<file path="src/rtl/uart_cmd_rx_if.sv">
// Controller-side request/response bundle for the UART command receiver.
// master = command receiver (issues requests), slave = controller/response sink.
interface uart_cmd_rx_if #(
   parameter int ADDR_W = 26
);
   logic              busy;
   logic              data_ready;
   logic [15:0]       dout;
   logic [ADDR_W-1:0] addr;
   logic [15:0]       din;
   logic              wr;
   logic              rd;
   logic              rsp_valid;
   logic [15:0]       rsp_data;
   logic              rsp_err;
   logic              frame_err;

   modport master (
      input  busy, data_ready, dout,
      output addr, din, wr, rd, rsp_valid, rsp_data, rsp_err, frame_err
   );

   modport slave (
      output busy, data_ready, dout,
      input  addr, din, wr, rd, rsp_valid, rsp_data, rsp_err, frame_err
   );
endinterface

</file>
<file path="src/rtl/uart_cmd_rx.sv">
// 8N1 UART receiver + ASCII hex command parser issuing single-word wr/rd requests.
// Requests wait while busy is high; bytes arriving during issue/wait are dropped.
module uart_cmd_rx #(
   parameter int CLK_FREQ   = 78_750_000,
   parameter int BAUD       = 115200,
   parameter int ADDR_W     = 26,
   parameter int RD_TIMEOUT = 65535
) (
   input  logic          clk,
   input  logic          reset,
   input  logic          uart_rxp,
   uart_cmd_rx_if.master bus
);
   localparam int DIV  = CLK_FREQ / BAUD;
   localparam int HALF = DIV / 2;
   localparam int CW   = $clog2(DIV + 1);
   localparam int TW   = $clog2(RD_TIMEOUT + 1);
   localparam logic [CW-1:0] DIV_M1  = CW'(DIV - 1);
   localparam logic [CW-1:0] HALF_M1 = CW'(HALF - 1);
   localparam logic [TW-1:0] TMO     = TW'(RD_TIMEOUT);

   typedef enum logic [1:0] {RX_IDLE, RX_START, RX_DATA, RX_STOP} rx_state_t;
   typedef enum logic [2:0] {P_IDLE, P_ADDR, P_DATA, P_ISSUE, P_WAIT, P_ERR} p_state_t;

   rx_state_t         rx_state_q, rx_state_d;
   logic              rx_meta_q, rx_sync_q, rx_prev_q;
   logic [CW-1:0]     cnt_q, cnt_d;
   logic [2:0]        bit_q, bit_d;
   logic [7:0]        shift_q, shift_d;
   logic              byte_vld_q, byte_vld_d;
   logic              ferr_q, ferr_d;

   p_state_t          p_state_q, p_state_d;
   logic              is_wr_q, is_wr_d;
   logic              have_dig_q, have_dig_d;
   logic [ADDR_W-1:0] addr_acc_q, addr_acc_d, addr_q, addr_d;
   logic [15:0]       data_acc_q, data_acc_d, din_q, din_d;
   logic              wr_q, wr_d, rd_q, rd_d;
   logic              rsp_valid_q, rsp_valid_d, rsp_err_q, rsp_err_d;
   logic [15:0]       rsp_data_q, rsp_data_d;
   logic [TW-1:0]     tmo_q, tmo_d;

   function automatic logic [4:0] hex_nib(input logic [7:0] c);
      if (c >= 8'h30 && c <= 8'h39) return {1'b1, c[3:0]};
      if ((c >= 8'h41 && c <= 8'h46) || (c >= 8'h61 && c <= 8'h66)) return {1'b1, c[3:0] + 4'd9};
      return 5'd0;
   endfunction

   always_ff @(posedge clk) begin
      if (reset) begin
         rx_meta_q  <= 1'b1;
         rx_sync_q  <= 1'b1;
         rx_prev_q  <= 1'b1;
         rx_state_q <= RX_IDLE;
         cnt_q      <= '0;
         bit_q      <= '0;
         shift_q    <= '0;
         byte_vld_q <= 1'b0;
         ferr_q     <= 1'b0;
      end else begin
         rx_meta_q  <= uart_rxp;
         rx_sync_q  <= rx_meta_q;
         rx_prev_q  <= rx_sync_q;
         rx_state_q <= rx_state_d;
         cnt_q      <= cnt_d;
         bit_q      <= bit_d;
         shift_q    <= shift_d;
         byte_vld_q <= byte_vld_d;
         ferr_q     <= ferr_d;
      end
   end

   // Falling-edge start detect, mid-bit sampling; return to idle right after the stop sample.
   always_comb begin
      rx_state_d = rx_state_q;
      cnt_d      = cnt_q + 1'b1;
      bit_d      = bit_q;
      shift_d    = shift_q;
      byte_vld_d = 1'b0;
      ferr_d     = 1'b0;
      case (rx_state_q)
         RX_IDLE: begin
            cnt_d = '0;
            if (rx_prev_q && !rx_sync_q) rx_state_d = RX_START;
         end
         RX_START: if (cnt_q == HALF_M1) begin
            cnt_d      = '0;
            bit_d      = '0;
            rx_state_d = rx_sync_q ? RX_IDLE : RX_DATA;
         end
         RX_DATA: if (cnt_q == DIV_M1) begin
            cnt_d   = '0;
            shift_d = {rx_sync_q, shift_q[7:1]};
            bit_d   = bit_q + 3'd1;
            if (bit_q == 3'd7) rx_state_d = RX_STOP;
         end
         RX_STOP: if (cnt_q == DIV_M1) begin
            cnt_d      = '0;
            rx_state_d = RX_IDLE;
            byte_vld_d = rx_sync_q;
            ferr_d     = !rx_sync_q;
         end
         default: rx_state_d = RX_IDLE;
      endcase
   end

   always_ff @(posedge clk) begin
      if (reset) begin
         p_state_q   <= P_IDLE;
         is_wr_q     <= 1'b0;
         have_dig_q  <= 1'b0;
         addr_acc_q  <= '0;
         data_acc_q  <= '0;
         addr_q      <= '0;
         din_q       <= '0;
         wr_q        <= 1'b0;
         rd_q        <= 1'b0;
         rsp_valid_q <= 1'b0;
         rsp_err_q   <= 1'b0;
         rsp_data_q  <= '0;
         tmo_q       <= '0;
      end else begin
         p_state_q   <= p_state_d;
         is_wr_q     <= is_wr_d;
         have_dig_q  <= have_dig_d;
         addr_acc_q  <= addr_acc_d;
         data_acc_q  <= data_acc_d;
         addr_q      <= addr_d;
         din_q       <= din_d;
         wr_q        <= wr_d;
         rd_q        <= rd_d;
         rsp_valid_q <= rsp_valid_d;
         rsp_err_q   <= rsp_err_d;
         rsp_data_q  <= rsp_data_d;
         tmo_q       <= tmo_d;
      end
   end

   logic [4:0] nib;
   logic       is_eol, is_spc, bad;

   always_comb begin
      p_state_d   = p_state_q;
      is_wr_d     = is_wr_q;
      have_dig_d  = have_dig_q;
      addr_acc_d  = addr_acc_q;
      data_acc_d  = data_acc_q;
      addr_d      = addr_q;
      din_d       = din_q;
      wr_d        = 1'b0;
      rd_d        = 1'b0;
      rsp_valid_d = 1'b0;
      rsp_err_d   = 1'b0;
      rsp_data_d  = rsp_data_q;
      tmo_d       = tmo_q;
      bad         = 1'b0;
      nib         = hex_nib(shift_q);
      is_eol      = (shift_q == 8'h0D) || (shift_q == 8'h0A);
      is_spc      = (shift_q == 8'h20);

      if (wr_q) begin
         rsp_valid_d = 1'b1;
         rsp_data_d  = din_q;
      end

      case (p_state_q)
         P_IDLE: if (byte_vld_q) begin
            if (shift_q == 8'h57 || shift_q == 8'h77 || shift_q == 8'h52 || shift_q == 8'h72) begin
               is_wr_d    = (shift_q == 8'h57 || shift_q == 8'h77);
               addr_acc_d = '0;
               have_dig_d = 1'b0;
               p_state_d  = P_ADDR;
            end else if (!is_eol && !is_spc) begin
               p_state_d = P_ERR;
            end
         end
         P_ADDR: if (byte_vld_q) begin
            if (nib[4]) begin
               addr_acc_d = {addr_acc_q[ADDR_W-5:0], nib[3:0]};
               have_dig_d = 1'b1;
            end else if (is_spc && is_wr_q && have_dig_q) begin
               data_acc_d = '0;
               have_dig_d = 1'b0;
               p_state_d  = P_DATA;
            end else if (is_eol && !is_wr_q && have_dig_q) begin
               addr_d    = addr_acc_q;
               p_state_d = P_ISSUE;
            end else begin
               bad = 1'b1;
            end
         end
         P_DATA: if (byte_vld_q) begin
            if (nib[4]) begin
               data_acc_d = {data_acc_q[11:0], nib[3:0]};
               have_dig_d = 1'b1;
            end else if (is_eol && have_dig_q) begin
               addr_d    = addr_acc_q;
               din_d     = data_acc_q;
               p_state_d = P_ISSUE;
            end else begin
               bad = 1'b1;
            end
         end
         P_ISSUE: if (!bus.busy) begin
            wr_d      = is_wr_q;
            rd_d      = !is_wr_q;
            tmo_d     = '0;
            p_state_d = is_wr_q ? P_IDLE : P_WAIT;
         end
         P_WAIT: begin
            // A strobe coincident with rd cannot belong to this request.
            if (bus.data_ready && !rd_q) begin
               rsp_valid_d = 1'b1;
               rsp_data_d  = bus.dout;
               p_state_d   = P_IDLE;
            end else if (tmo_q == TMO) begin
               rsp_err_d = 1'b1;
               p_state_d = P_IDLE;
            end else begin
               tmo_d = tmo_q + 1'b1;
            end
         end
         P_ERR: if (byte_vld_q && is_eol) begin
            rsp_err_d = 1'b1;
            p_state_d = P_IDLE;
         end
         default: p_state_d = P_IDLE;
      endcase

      // A rejected line terminator closes the command at once; anything else waits for one.
      if (bad) begin
         if (is_eol) begin
            rsp_err_d = 1'b1;
            p_state_d = P_IDLE;
         end else begin
            p_state_d = P_ERR;
         end
      end
   end

   assign bus.addr      = addr_q;
   assign bus.din       = din_q;
   assign bus.wr        = wr_q;
   assign bus.rd        = rd_q;
   assign bus.rsp_valid = rsp_valid_q;
   assign bus.rsp_data  = rsp_data_q;
   assign bus.rsp_err   = rsp_err_q;
   assign bus.frame_err = ferr_q;
endmodule
</file>
<file path="src/flat_wrapper.sv">
// flat-port wrapper written by rule: the top's interface ports become plain ports
module uart_cmd_rx_flat 
#(
   parameter int CLK_FREQ   = 78_750_000,
   parameter int BAUD       = 115200,
   parameter int ADDR_W     = 26,
   parameter int RD_TIMEOUT = 65535
)
  (clk, reset, uart_rxp, bus_busy, bus_data_ready, bus_dout, bus_addr, bus_din, bus_wr, bus_rd, bus_rsp_valid, bus_rsp_data, bus_rsp_err, bus_frame_err);
  uart_cmd_rx_if #(.ADDR_W(ADDR_W)) bus_i ();
  input  logic clk;
  input  logic reset;
  input  logic uart_rxp;
  input wire logic [$bits(bus_i.busy)-1:0] bus_busy;
  input wire logic [$bits(bus_i.data_ready)-1:0] bus_data_ready;
  input wire logic [$bits(bus_i.dout)-1:0] bus_dout;
  output wire logic [$bits(bus_i.addr)-1:0] bus_addr;
  output wire logic [$bits(bus_i.din)-1:0] bus_din;
  output wire logic [$bits(bus_i.wr)-1:0] bus_wr;
  output wire logic [$bits(bus_i.rd)-1:0] bus_rd;
  output wire logic [$bits(bus_i.rsp_valid)-1:0] bus_rsp_valid;
  output wire logic [$bits(bus_i.rsp_data)-1:0] bus_rsp_data;
  output wire logic [$bits(bus_i.rsp_err)-1:0] bus_rsp_err;
  output wire logic [$bits(bus_i.frame_err)-1:0] bus_frame_err;
  assign bus_i.busy = bus_busy;
  assign bus_i.data_ready = bus_data_ready;
  assign bus_i.dout = bus_dout;
  assign bus_addr = bus_i.addr;
  assign bus_din = bus_i.din;
  assign bus_wr = bus_i.wr;
  assign bus_rd = bus_i.rd;
  assign bus_rsp_valid = bus_i.rsp_valid;
  assign bus_rsp_data = bus_i.rsp_data;
  assign bus_rsp_err = bus_i.rsp_err;
  assign bus_frame_err = bus_i.frame_err;
  uart_cmd_rx #(.CLK_FREQ(CLK_FREQ), .BAUD(BAUD), .ADDR_W(ADDR_W), .RD_TIMEOUT(RD_TIMEOUT)) u_core (.clk(clk), .reset(reset), .uart_rxp(uart_rxp), .bus(bus_i));
endmodule
</file>
<file path="config.mk">
export PLATFORM = sky130hd
export DESIGN_NAME = uart_cmd_rx_flat
export DESIGN_NICKNAME = d
export VERILOG_FILES = /design/src/rtl/uart_cmd_rx_if.sv /design/src/rtl/uart_cmd_rx.sv /design/src/flat_wrapper.sv
export SDC_FILE = /design/constraint.sdc
export NUM_CORES = 1
export LEC_CHECK = 0
export ABC_CLOCK_PERIOD_IN_PS = 7900
export BUFFER_PORTS_ARGS = -buffer_cell sky130_fd_sc_hd__buf_2
export CAP_MARGIN = 0
export CORE_ASPECT_RATIO = 0.5
export CORE_UTILIZATION = 40
export CTS_BUF_LIST = sky130_fd_sc_hd__clkbuf_4 sky130_fd_sc_hd__clkbuf_8
export DETAILED_ROUTE_END_ITERATION = 8
export GPL_TIMING_DRIVEN = 0
export SLEW_MARGIN = 20
export SYNTH_ARGS = -nofsm -noshare
export SYNTH_HDL_FRONTEND = slang
export SYNTH_SLANG_ARGS = --single-unit
</file>
<file path="constraint.sdc">
create_clock -name clk -period 7.9 [get_ports clk]
set_input_delay 1.185 -clock clk [delete_from_list [all_inputs] [get_ports clk]]
set_output_delay 1.185 -clock clk [all_outputs]
set_load 0.1 [all_outputs]
</file>
==> results.sh <==
export IMPL_status="completed"
export IMPL_die_area_sq_um=16900
export IMPL_cp_end_kind="register"
export IMPL_path_class="register to register"
export IMPL_track_usage=0.192
export IMPL_vdd_ir_drop_max_v=0.0000915
export IMPL_ctsRootBufferMaster="clkbuf_8"
export IMPL_ios=84
export IMPL_grt_pass1_wl_um=26000
export IMPL_cp_start_kind="register"
export IMPL_hold_path_class="register to register"
export IMPL_die_width_um=183
export IMPL_ant_nets=0
export IMPL_yosys_area_top_type="dfxtp_1"
export IMPL_portBuffers=83
export IMPL_num_antenna_cells=0
export IMPL_worstPathArrival_ps=3600
export IMPL_fin_crit_sh=0.408
export IMPL_yosysMostFrequentCell="nand2_1"
export IMPL_maxCapViolations=0
export IMPL_crit_start="u_core.shift_q[1]"
export IMPL_grt_pass1_vias=5278
export IMPL_crit_chain="inv_1, ha_1, o21bai_1, a2111oi_2, o21bai_2, mux2i_1, nor4b_2, clkbuf_1, nand3_1, a21oi_1"
export IMPL_hold_depth=1
export IMPL_grt_overflow=0
export IMPL_drt_pass1_iter_count=5
export IMPL_synth_area_per_cell_sq_um=8.30
export IMPL_num_fill_cells=1573
export IMPL_vias_per_cell=5.08
export IMPL_cts_buffers=17
export IMPL_grt_start_max_net_pins=17
export IMPL_leakagePower_nw=2.72
export IMPL_clk_latency_ps=450
export IMPL_critical_path_buf_inv_count=2
export IMPL_async_reset_ff_frac=0
export IMPL_totalWireLength_um=15900
export IMPL_synth_cells=787
export IMPL_ys_flop_type="dfxtp_1"
export IMPL_max_stage_delay_ps=580
export IMPL_reg2reg_depth=10
export IMPL_hold_viol_final=0
export IMPL_htree_num_levels=4
export IMPL_drc=0
export IMPL_critPathTopFamily="compound AO/OA/AOI/OAI gates"
export IMPL_die_h_um=92.4
export IMPL_yosysSeqAreaShare=0.469
export IMPL_synth_edf_count=0
export IMPL_synth_top_area_share=0.469
export IMPL_synth_commonest_cells="nand2_1, dfxtp_1, a21oi_1"
export IMPL_gp_congestion=0.865
export IMPL_cts_tree="done"
export IMPL_cts_setup_buffers=0
export IMPL_slew_violations=0
export IMPL_drt_iter0_drc=289
export IMPL_worstPathMaxFanout=10
export IMPL_layout_nets=920
export IMPL_synthTopCellsByArea="dfxtp_1, nand2_1, a21oi_1, nand3_1, mux2i_1"
export IMPL_antenna_found_initial=0
export IMPL_area_growth_synth_to_final_pct=17.1
export IMPL_netlist_area_sq_um=6530
export IMPL_synth_seq_cells=153
export IMPL_ys_warnings_count=0
export IMPL_clk_path_buf_depth=2
export IMPL_setup_viol=0
export IMPL_clkTransAtPathRegs_ps=90
export IMPL_ff2ff_setup_slack_ps=4680
export IMPL_final_util=0.487
export IMPL_initial_core_util=0.416
export IMPL_hold_end="u_core.rx_sync_q"
export IMPL_place_hpwl_um=11400
export IMPL_hold_buffers=0
export IMPL_timing_rr_end="u_core.addr_acc_q[19]"
export IMPL_cp_required_ps=8280
export IMPL_fin_skew_ps=17.2
export IMPL_fmax_ghz=0.310
export IMPL_wl_per_cell_um=14.1
export IMPL_drive_gt1_frac=0.163
export IMPL_min_period_ps=3220
export IMPL_r2r_start="u_core.shift_q[1]"
export IMPL_rows=32
export IMPL_rsz0062_at_grt="no"
export IMPL_synthesis_nets=818
export IMPL_relSlewSlack=0.498
export IMPL_pwr_density_cell_nw_per_um2=191
export IMPL_fin_setup_tns_ps=0
export IMPL_holdCritStartpoint="u_core.rx_meta_q"
export IMPL_cts_resized_gates=0
export IMPL_yosysUniqueCellTypes=57
export IMPL_core_area_sq_um=15700
export IMPL_vias=5702
export IMPL_clock_sinks=153
export IMPL_worst_pin_slew_ps=753
export IMPL_cpMaxStageDelayCell="a2111oi_2"
worst reg2reg max path: cells and delay by family, from the launching register on:
| kind | cells | cell delay, ps |
|---|---|---|
| fa+ha+maj | 1 | 210 |
| compound gates | 4 | 1120 |
| mux | 1 | 160 |
| flops | 1 | 410 |
| buf+inv | 2 | 560 |
| simple gates | 2 | 710 |
layout by cell type, fill, tap and decap left out, types with 7 or more instances in the layout:
cell type    n
xor2_1       8
xnor2_1      9
nand2_1    163
o21ai_0     17
ha_1        10
nand2b_1     7
or3_1       11
clkbuf_8    23
nand4_1      7
mux2i_1     24
a211oi_1    17
inv_1       16
a21oi_1    106
clkbuf_1    39
nand3_1     49
nor3_1       7
buf_2       84
nor2_1      63
dfxtp_1    153
power by group:
| group | total [mW] | internal (mW) | switching (mW) |
|---|---|---|---|
| combinational | 0.0392 | 0.0126 | 0.0266 |
| clock | 0.650 | 0.326 | 0.325 |
| sequential | 0.773 | 0.772 | 0.000979 |
metrics by stage:
stage               std cells  setup slack [ps]  power (mW)  cell area (sq um)  hold slack [ps]
floorplan                 787              5190       0.814               6530              389
global placement         1091              4760       0.830               7220              391
detailed placement       1091              4710       0.830               7220              396
CTS                      1123              4710        1.47               7650              420
global route             1123              4340        1.51               7650              450
finish                   1123              4680        1.46               7650              416
registers in the layout (all words and copies together) (netlist names), 3 cells and up, named ones only:
register             flops
u_core.bus.addr         26
u_core.shift_q           8
u_core.tmo_q            16
u_core.p_state_q         3
u_core.addr_acc_q       26
u_core.cnt_q            10
u_core.bit_q             3
u_core.bus.din          16
u_core.data_acc_q       16
u_core.bus.rsp_data     16
cell families after synthesis:
kind of cell               after synthesis  synth area share
and+or+nand+nor                        349             0.250
AOI/OAI and AO/OA                      165             0.147
DFF                                    153             0.469
buffers and inverters                   66            0.0496
muxes                                   27            0.0425
xor gates and xnor gates                17            0.0228
adders and majority gates               10            0.0192
layout make-up:
class,instances,area (sq um),share of cell area
multi-input combinational,568,3150,0.411
sequential,153,3060,0.400
timing repair buffer,83,415,0.0543
tap,221,277,0.0361
buffer,50,264,0.0345
clock buffer,18,241,0.0316
clock inverter,14,185,0.0242
inverter,16,60.1,0.00785
how the worst max path moves through the flow:
stage	depth (start not counted)	end	slack [ps]
after global placement	10	u_core.addr_acc_q[19]	4760
after CTS	10	u_core.addr_acc_q[18]	4710
after detailed placement	10	u_core.addr_acc_q[18]	4710
after floorplan	10	u_core.addr_acc_q[1]	5190
after global routing	10	u_core.addr_acc_q[19]	4340
final	10	u_core.addr_acc_q[19]	4680
layer usage:
metal | part of all wire | track usage | vias to the layer above
met3 | 0.040 | 0.0374 | 21
li1 | - | - | 2906
met1 | 0.51 | 0.270 | 2660
met5 | 0 | 0 | -
met2 | 0.44 | 0.299 | 115
met4 | 0.011 | 0.0574 | 0
Note: power is estimated with default switching activity, not from simulation.
